[src/rtl/linebuffer_pkg.sv]
// Shared types and constants for the draw-side line buffer writer.
package linebuffer_pkg;

    localparam int PIX_PER_WORD = 16;
    localparam int LB_WORDS_MAX = 128;

    typedef logic [7:0]   colour_t;
    typedef logic [6:0]   word_addr_t;
    typedef logic [3:0]   lane_t;
    typedef logic [127:0] lb_word_t;
    typedef logic [15:0]  lb_we_t;

    typedef enum logic [1:0] {
        ST_IDLE  = 2'd0,
        ST_DRAW  = 2'd1,
        ST_FLUSH = 2'd2
    } writer_state_t;

    // One-hot byte enable for a single pixel lane.
    function automatic lb_we_t lane_onehot(input lane_t lane);
        return lb_we_t'(1) << lane;
    endfunction

endpackage

[src/rtl/linebuffer_writer_if.sv]
// Pixel stream from the sprite/tile renderers into the line buffer writer.
interface linebuffer_writer_if;
    import linebuffer_pkg::*;

    logic    px_valid;
    logic    px_ready;
    logic    [10:0] px_x;
    colour_t px_colour;

    modport master (output px_valid, output px_x, output px_colour, input px_ready);
    modport slave  (input px_valid, input px_x, input px_colour, output px_ready);

endinterface

[src/rtl/linebuffer_clearer.sv]
// Sweeps one word per cycle across the on-screen buffer after each line flip.
module linebuffer_clearer
    import linebuffer_pkg::*;
#(
    parameter int LINE_WORDS = 80
) (
    input  logic       clk_draw,
    input  logic       rst_n,
    input  logic       start,
    output logic       busy,
    output logic       we,
    output word_addr_t addr
);

    localparam word_addr_t LAST_ADDR = word_addr_t'(LINE_WORDS - 1);

    // Restart at word 0 on every flip, then walk up to the last word and stop.
    always_ff @(posedge clk_draw or negedge rst_n) begin
        if (!rst_n) begin
            busy <= 1'b0;
            addr <= '0;
        end else if (start) begin
            busy <= 1'b1;
            addr <= '0;
        end else if (busy) begin
            if (addr == LAST_ADDR) begin
                busy <= 1'b0;
            end else begin
                addr <= addr + word_addr_t'(1);
            end
        end
    end

    assign we = busy;

endmodule

[src/rtl/linebuffer_writer.sv]
// Packs single pixels into 16-pixel words for the off-screen buffer and
// drives the clear sweep of the on-screen buffer on each line flip.
module linebuffer_writer
    import linebuffer_pkg::*;
#(
    parameter int      LINE_WORDS  = 80,
    parameter colour_t TRANSPARENT = 8'h00
) (
    input  logic       clk_draw,
    input  logic       rst_n,
    input  logic       line_start,
    input  logic       line_done,
    linebuffer_writer_if.slave px,
    output logic       buffsel_draw,
    output word_addr_t addr_on_draw,
    output logic       we_on_draw,
    output lb_word_t   colour_on_draw,
    output word_addr_t addr_off_draw,
    output lb_we_t     we_off_draw,
    output lb_word_t   colour_off_draw,
    output logic       clear_busy,
    output logic       done
);

    localparam logic [7:0] LINE_WORDS_8 = 8'(LINE_WORDS);

    writer_state_t state;

    logic       acc_valid;
    word_addr_t acc_addr;
    lb_we_t     acc_we;
    lb_word_t   acc_data;

    word_addr_t px_word;
    lane_t      px_lane;
    logic       px_take;
    lb_word_t   lane_data;
    lb_word_t   lane_mask;

    assign px.px_ready    = (state == ST_DRAW);
    assign colour_on_draw = '0;

    // Decode the incoming pixel into word/lane and decide whether it lands.
    always_comb begin
        px_word   = px.px_x[10:4];
        px_lane   = px.px_x[3:0];
        px_take   = px.px_valid && (state == ST_DRAW)
                    && (px.px_colour != TRANSPARENT)
                    && ({1'b0, px_word} < LINE_WORDS_8);
        lane_data = lb_word_t'(px.px_colour) << {px_lane, 3'b000};
        lane_mask = lb_word_t'(8'hFF) << {px_lane, 3'b000};
    end

    // FSM, accumulator and registered off-screen write port.
    always_ff @(posedge clk_draw or negedge rst_n) begin
        if (!rst_n) begin
            state           <= ST_IDLE;
            buffsel_draw    <= 1'b0;
            acc_valid       <= 1'b0;
            acc_addr        <= '0;
            acc_we          <= '0;
            acc_data        <= '0;
            addr_off_draw   <= '0;
            we_off_draw     <= '0;
            colour_off_draw <= '0;
            done            <= 1'b0;
        end else begin
            we_off_draw <= '0;
            done        <= 1'b0;
            if (line_start) begin
                // A pending word belongs to the old line and is dropped.
                state        <= ST_DRAW;
                buffsel_draw <= ~buffsel_draw;
                acc_valid    <= 1'b0;
                acc_we       <= '0;
                acc_data     <= '0;
            end else begin
                case (state)
                    ST_DRAW: begin
                        if (px_take) begin
                            if (acc_valid && (px_word != acc_addr)) begin
                                addr_off_draw   <= acc_addr;
                                we_off_draw     <= acc_we;
                                colour_off_draw <= acc_data;
                                acc_we          <= lane_onehot(px_lane);
                                acc_data        <= lane_data;
                            end else begin
                                acc_we          <= acc_we | lane_onehot(px_lane);
                                acc_data        <= (acc_data & ~lane_mask) | lane_data;
                            end
                            acc_valid <= 1'b1;
                            acc_addr  <= px_word;
                        end
                        if (line_done) begin
                            state <= ST_FLUSH;
                        end
                    end
                    ST_FLUSH: begin
                        if (acc_valid) begin
                            addr_off_draw   <= acc_addr;
                            we_off_draw     <= acc_we;
                            colour_off_draw <= acc_data;
                            acc_valid       <= 1'b0;
                            acc_we          <= '0;
                            acc_data        <= '0;
                        end else begin
                            done  <= 1'b1;
                            state <= ST_IDLE;
                        end
                    end
                    ST_IDLE: begin
                    end
                    default: begin
                        state <= ST_IDLE;
                    end
                endcase
            end
        end
    end

    linebuffer_clearer #(
        .LINE_WORDS (LINE_WORDS)
    ) u_clearer (
        .clk_draw (clk_draw),
        .rst_n    (rst_n),
        .start    (line_start),
        .busy     (clear_busy),
        .we       (we_on_draw),
        .addr     (addr_on_draw)
    );

endmodule
[src/flat_wrapper.sv]
// flat-port wrapper written by rule: the top's interface ports become plain ports
module linebuffer_writer_flat import linebuffer_pkg::*;
#(
    parameter int      LINE_WORDS  = 80,
    parameter colour_t TRANSPARENT = 8'h00
)
  (clk_draw, rst_n, line_start, line_done, buffsel_draw, addr_on_draw, we_on_draw, colour_on_draw, addr_off_draw, we_off_draw, colour_off_draw, clear_busy, done, px_px_valid, px_px_x, px_px_colour, px_px_ready);
  linebuffer_writer_if px_i ();
  input  logic clk_draw;
  input  logic rst_n;
  input  logic line_start;
  input  logic line_done;
  output logic buffsel_draw;
  output word_addr_t addr_on_draw;
  output logic we_on_draw;
  output lb_word_t colour_on_draw;
  output word_addr_t addr_off_draw;
  output lb_we_t we_off_draw;
  output lb_word_t colour_off_draw;
  output logic clear_busy;
  output logic done;
  input wire logic [$bits(px_i.px_valid)-1:0] px_px_valid;
  input wire logic [$bits(px_i.px_x)-1:0] px_px_x;
  input wire logic [$bits(px_i.px_colour)-1:0] px_px_colour;
  output wire logic [$bits(px_i.px_ready)-1:0] px_px_ready;
  assign px_i.px_valid = px_px_valid;
  assign px_i.px_x = px_px_x;
  assign px_i.px_colour = px_px_colour;
  assign px_px_ready = px_i.px_ready;
  linebuffer_writer #(.LINE_WORDS(LINE_WORDS), .TRANSPARENT(TRANSPARENT)) u_core (.clk_draw(clk_draw), .rst_n(rst_n), .line_start(line_start), .line_done(line_done), .px(px_i), .buffsel_draw(buffsel_draw), .addr_on_draw(addr_on_draw), .we_on_draw(we_on_draw), .colour_on_draw(colour_on_draw), .addr_off_draw(addr_off_draw), .we_off_draw(we_off_draw), .colour_off_draw(colour_off_draw), .clear_busy(clear_busy), .done(done));
endmodule
[config.mk]
export PLATFORM = sky130hd
export DESIGN_NAME = linebuffer_writer_flat
export DESIGN_NICKNAME = d
export VERILOG_FILES = /design/src/rtl/linebuffer_pkg.sv /design/src/rtl/linebuffer_writer_if.sv /design/src/rtl/linebuffer_clearer.sv /design/src/rtl/linebuffer_writer.sv /design/src/flat_wrapper.sv
export SDC_FILE = /design/constraint.sdc
export NUM_CORES = 1
export LEC_CHECK = 0
export CAP_MARGIN = 10
export CORE_MARGIN = 4
export CORE_UTILIZATION = 54
export CTS_BUF_LIST = sky130_fd_sc_hd__clkbuf_4 sky130_fd_sc_hd__clkbuf_8 sky130_fd_sc_hd__clkbuf_16
export CTS_CLUSTER_DIAMETER = 60
export DETAILED_ROUTE_END_ITERATION = 10
export HOLD_SLACK_MARGIN = 0.02
export PLACE_DENSITY = 0.92
export SETUP_SLACK_MARGIN = 0.1
export SYNTH_ARGS = -nofsm -noshare
export SYNTH_HDL_FRONTEND = slang
export SYNTH_SLANG_ARGS = --single-unit
[constraint.sdc]
create_clock -name clk_draw -period 5 [get_ports clk_draw]
set_clock_uncertainty 0.1 [all_clocks]
set_input_delay 1.5 -clock clk_draw [delete_from_list [all_inputs] [get_ports clk_draw]]
set_output_delay 1.5 -clock clk_draw [all_outputs]
set_load 0.05 [all_outputs]
# Word level (Yosys, flattened, before mapping)
# Cells that the tools add are included.
# word_totals
reg_bits,315
inputBits,24
output_inout_bits,291
word_cells,90
# classes
addsub,1
magnitude_cmp,1
eq_ne,13
n_shift,3
n_mux,39
n_bitwise,6
n_reduce_logical,15
# op_table
operator,n
$mux 128,7
$pmux 128 s2,2
$and 128x128->128,1
$mux 16,8
$not 128->128,1
$or 128x128->128,1
$shl 8x7->128,1
$shl 8x7->128 const A,1
$pmux 16 s2,2
$mux 7,6
$or 16x16->16,1
$shl 1x4->16 const A,1
$pmux 7 s2,1
$reduce_and 3->1,3
$mux 1,8
$reduce_bool 8->1,1
$add 7x1->7 const B,1
$eq 7x7->1 const B,1
$lt 7x7->1 const B,1
$ne 7x7->1,1
$mux 2,3
$ne 2x1->1 const B,3
$ne 3x2->1 const B,2
$ne 3x3->1 const B,2
12 further kinds,19

# Logic depth before layout (Yosys ltp)
# depth
depth_word,8
ltp_mapped,10
mapped_depth_nobuf,7

# Cells and area by module
# Synthesis repeated with hierarchy kept, for this count alone.
# unflattened
hier_cells,927
hier_area_um2,13135.1
# modules_own_cells
mod,instances,cells_each,area_per_inst_um2
linebuffer_writer,1,877,12665.9
linebuffer_clearer,1,50,469.2

# Worst setup path after synthesis
# OpenSTA, ideal clock, no wires.
# synth_path
kind,input -> register
start,in px_px_colour[2]
end,reg u_core.colour_off_draw[77]
setup_time_ns,0.125
arrival_time_ns,3.278
required_ns,4.775
setup_slack_ns,1.497
cell_stages,8
n_path_buf,3
path_cell_list,buf_2 nor4_4 a211oi_1 o2111a_1 a21oi_2 buf_4 buf_4 mux2_2
# synth_via
elab_chain_len,5
# synth_rtl
item,line,rtl
"start, declared",flat_wrapper.sv:24,input wire logic [$bits(px_i.px_colour)-1:0] px_px_colour;
$reduce_bool 8->1,linebuffer_writer.sv:48,&& (px.px_colour != TRANSPARENT)
$logic_and 1x1->1,linebuffer_writer.sv:48,
$logic_and 1x1->1,linebuffer_writer.sv:49,"&& ({1'b0, px_word} < LINE_WORDS_8);"
$ne 2x1->1 (no line),--,
$reduce_and 5->1 (no line),--,
"end signal, assigned",linebuffer_writer.sv:84,colour_off_draw <= acc_data;
"end signal, assigned",linebuffer_writer.sv:102,colour_off_draw <= acc_data;
"end, declared",linebuffer_writer.sv:20,"output lb_word_t colour_off_draw,"
# Every way passes these cells.
# A chain may end at the register's enable or synchronous reset.

# Worst setup path in the final report
# layout_path
start,reg u_core.state[1]
end,out px_px_ready
# layout_via
elab_chain_len,1
# layout_rtl
item,line,rtl
"start, declared",linebuffer_writer.sv:27,writer_state_t state;
"start signal, assigned",linebuffer_writer.sv:57,state <= ST_IDLE;
"start signal, assigned",linebuffer_writer.sv:72,state <= ST_DRAW;
"start signal, assigned",linebuffer_writer.sv:95,state <= ST_FLUSH;
$eq 2x1->1,linebuffer_writer.sv:40,assign px.px_ready = (state == ST_DRAW);
"end, declared",flat_wrapper.sv:25,output wire logic [$bits(px_i.px_ready)-1:0] px_px_ready;
# Every way passes these cells.

==> summary.md <==
| Metric | Value |
|---|---|
| Peak supply drop | `0.3726 mV` |
| WHS Path Cells | `1` |
| Synthesized instance count | `between 900 and 1000` |
| Commonest non-fill, non-tap cell in the layout | `dfrtp_1` |
| Diode count | `0` |
| Post_cts resized | `0` |
| Mapped cell area | `13300 um^2` |
| Die Y | `between 150 and 200 um` |
| Drt initial violations | `between 500 and 600` |
| Post-synth cell types | `47` |
| Final slew viol count | `0` |
| Routed Antenna Nets | `0` |
| Dominant synthesized flop cell | `dfrtp_1` |
| Vias per cell | `5.425` |
| Static leakage | `around 0.008 uW` |
| Pwr per Cell Area | `between 300 and 400 nW/um^2` |
| Core Area | `24250 um^2` |
| Ranking of synthesized cells by area | `dfrtp_1, mux2_2, a22o_1` |
| Initial Utilization | `0.5483` |
| Largest net degree at the start of global routing | `approximately 110` |
| RSZ-0062 raised after global routing | `false` |
| Top Ports | `about 320` |
| Post-Route WL | `roughly 30000 um` |
| CTS tree | `done` |
| Fmax | `approximately 0.26 GHz` |
| Worst-Skew Late Latency | `around 540 ps` |
| Fillcell total | `1694` |
| Postcts setup bufs | `0` |
| Syn. warnings | `0` |
| Fin crit share | `0.7564` |
| I/O Buffers | `roughly 190` |
| Area leader, netlist | `dfrtp_1` |
| Die area | `about 27000 um^2` |
| Share of the synthesized area in the top cell type | `0.5929` |
| Cts-stage hold buffer count | `0` |
| Share of layout cells above drive strength 1 | `0.2262` |
| Area growth from synthesis to layout | `21.04%` |
| Worst path slowest cell | `clkdlybuf4s50_1` |
| Nets | `roughly 1100` |
| CTS clk-pin slew, worst paths | `approximately 60 ps` |
| RePlAce Congestion | `0.7989` |
| Setup TNS Final | `0 ps` |
| Status | `finished, final reports clean` |
| Chip width | `about 160 um` |
| Setup crit end kind | `output port` |
| Final setup viols | `0` |
| Rel. slew slack | `0.4228` |
| Root Driver | `clkbuf_16` |
| Most frequent cells in the layout | `dfrtp_1, clkdlybuf4s50_1, mux2_2` |
| WS Path Type | `reg2out` |
| Flops & latches, synth | `about 320` |
| Post-Syn Area per Cell | `14.40 um^2` |
| Cell Chain, Critical Path | `inv_1, ha_1, clkdlybuf4s50_1` |
| Grt ovf | `0` |
| Crit path largest cell delay | `880 ps` |
| EDFF count, synth | `0` |
| CTS Sinks | `315` |
| CTS Buf Count | `30` |
| Reg2reg path depth | `8` |
| Crit path max fanout | `6` |
| Hpwl dp | `slightly above 20000 um` |
| 1st-pass router iterations | `4` |
| First-pass GRT wire length | `approximately 46000 um` |
| Clock Tree Buf Depth | `3` |
| Seq/Total Area, Yosys | `0.5929` |
| Total track usage | `0.2205` |
| Htree depth | `1` |
| Vias in the first global route | `around 8000` |
| DR WL/cell | `20.97 um` |
| Startpoint class of the critical path | `register` |
| FFs w/ async S/R, synth | `1.000` |
| Site row count | `57` |
| Minimum clock period | `3782 ps` |
| Total number of vias | `~7900` |
| Worst path arrival time | `approximately 2200 ps` |
| # DRC | `0` |
| Placed Cells | `about 1400` |
| Fin. Hold Viols | `0` |
| Hold crit path type | `reg2reg` |
| Worst Tran Pin Value | `roughly 850 ps` |
| Critical Path RT | `between 3000 and 4000 ps` |
| Initial antenna violation count | `0` |
| Post-route non-filler standard cell count | `between 1000 and 1500` |
| Max_cap viols | `0` |
==> cells in the mapped netlist, types with 2 or more instances <==
library cell	count
a211oi_1	2
a21o_1	16
a21oi_1	3
a22o_1	128
and2_1	16
buf_1	7
buf_2	14
buf_4	139
buf_6	4
clkbuf_1	11
clkbuf_2	2
dfrtp_1	315
ha_1	4
inv_1	6
mux2_1	4
mux2_2	138
nand2_1	8
nand2b_1	5
nand3_1	3
nor2_1	22
nor2b_1	3
nor3_1	5
nor3_4	12
nor4_4	4
o21ai_0	4
o31ai_4	15
or3_1	2
xnor2_1	7
xor2_1	6
==> where the power goes <==
group / internal [uW] / total, uW / switching [uW]
logic: 187 / 780 / 593
clock network: 1450 / 2370 / 928
registers: 2610 / 2660 / 46.0
==> per-stage QoR <==
stage | hold slack [ps] | power (uW) | util | worst slack [ps] | cell area, um^2
after global placement | 352.9 | 3469 | 0.6193 | 787.0 | 15020
after CTS | 372.0 | 5861 | 0.6635 | 1217 | 16090
after detailed placement | 357.9 | 3485 | 0.6193 | 732.8 | 15020
final | 368.7 | 5812 | 0.6637 | 1218 | 16090
after floorplan | 341.4 | 3338 | - | 1497 | 13770
after global routing | 387.0 | 6018 | 0.6637 | 1134 | 16090
==> metal layers <==
metal  vias up  track usage  part of all wire
li1       3443            -                 -
met1      4086       0.2986              0.41
met3        70      0.03120             0.061
met2       322       0.3684              0.50
met5         -            0                 0
met4         0      0.07675             0.031
==> cell type report <==
class | count | area (um^2) | area share
Sequential cell | 315 | 7883 | 0.4898
Multi-Input combinational cell | 551 | 4624 | 0.2874
Timing Repair Buffer | 209 | 2087 | 0.1297
Clock buffer | 45 | 937.1 | 0.05823
Tap cell | 324 | 405.4 | 0.02519
Clock inverter | 10 | 133.9 | 0.008319
Inverter | 6 | 22.52 | 0.001399
==> worst max-delay path, delay by kind of cell (launching register included) <==
| family | cells | cell delay [ps] |
|---|---|---|
| fa+ha+maj | 1 | 270 |
| flops | 1 | 400 |
| buf+inv | 2 | 980 |
==> state kept, by name, indices dropped and copies added, names as in the netlist <==
signal and flops:
u_core.u_clearer.addr 7, u_core.done 1, u_core.addr_off_draw 7, u_core.acc_valid 1, u_core.buffsel_draw 1, u_core.acc_addr 7, u_core.we_off_draw 16, u_core.state 2
u_core.u_clearer.busy 1, u_core.acc_data 128, u_core.colour_off_draw 128, u_core.acc_we 16
==> cells by family after synthesis <==
| family | Yosys count | synth area share |
|---|---|---|
| buf+inv | 184 | 0.09618 |
| fa+ha+maj | 4 | 0.003765 |
| flops | 315 | 0.5929 |
| compound gates | 179 | 0.1304 |
| simple gates | 84 | 0.04687 |
| other cells | 1 | 0.0002821 |
| xor+xnor | 13 | 0.008564 |
| mux | 143 | 0.1210 |
==> worst paths after layout <==
kind                                        start                        to  slack (ps)
min in group asynchronous                   rst_n  u_core.u_clearer.addr[5]         930
worst min register to register  u_core.acc_we[15]         u_core.acc_we[15]         370
max in group asynchronous                   rst_n     u_core.we_off_draw[9]        2940
worst max register to register    u_core.state[1]      u_core.acc_data[123]        2050
worst max-delay path              u_core.state[1]               px_px_ready        1220
worst min-delay path            u_core.acc_we[15]         u_core.acc_we[15]         370
No activity file was read; power rests on OpenSTA's default activity.
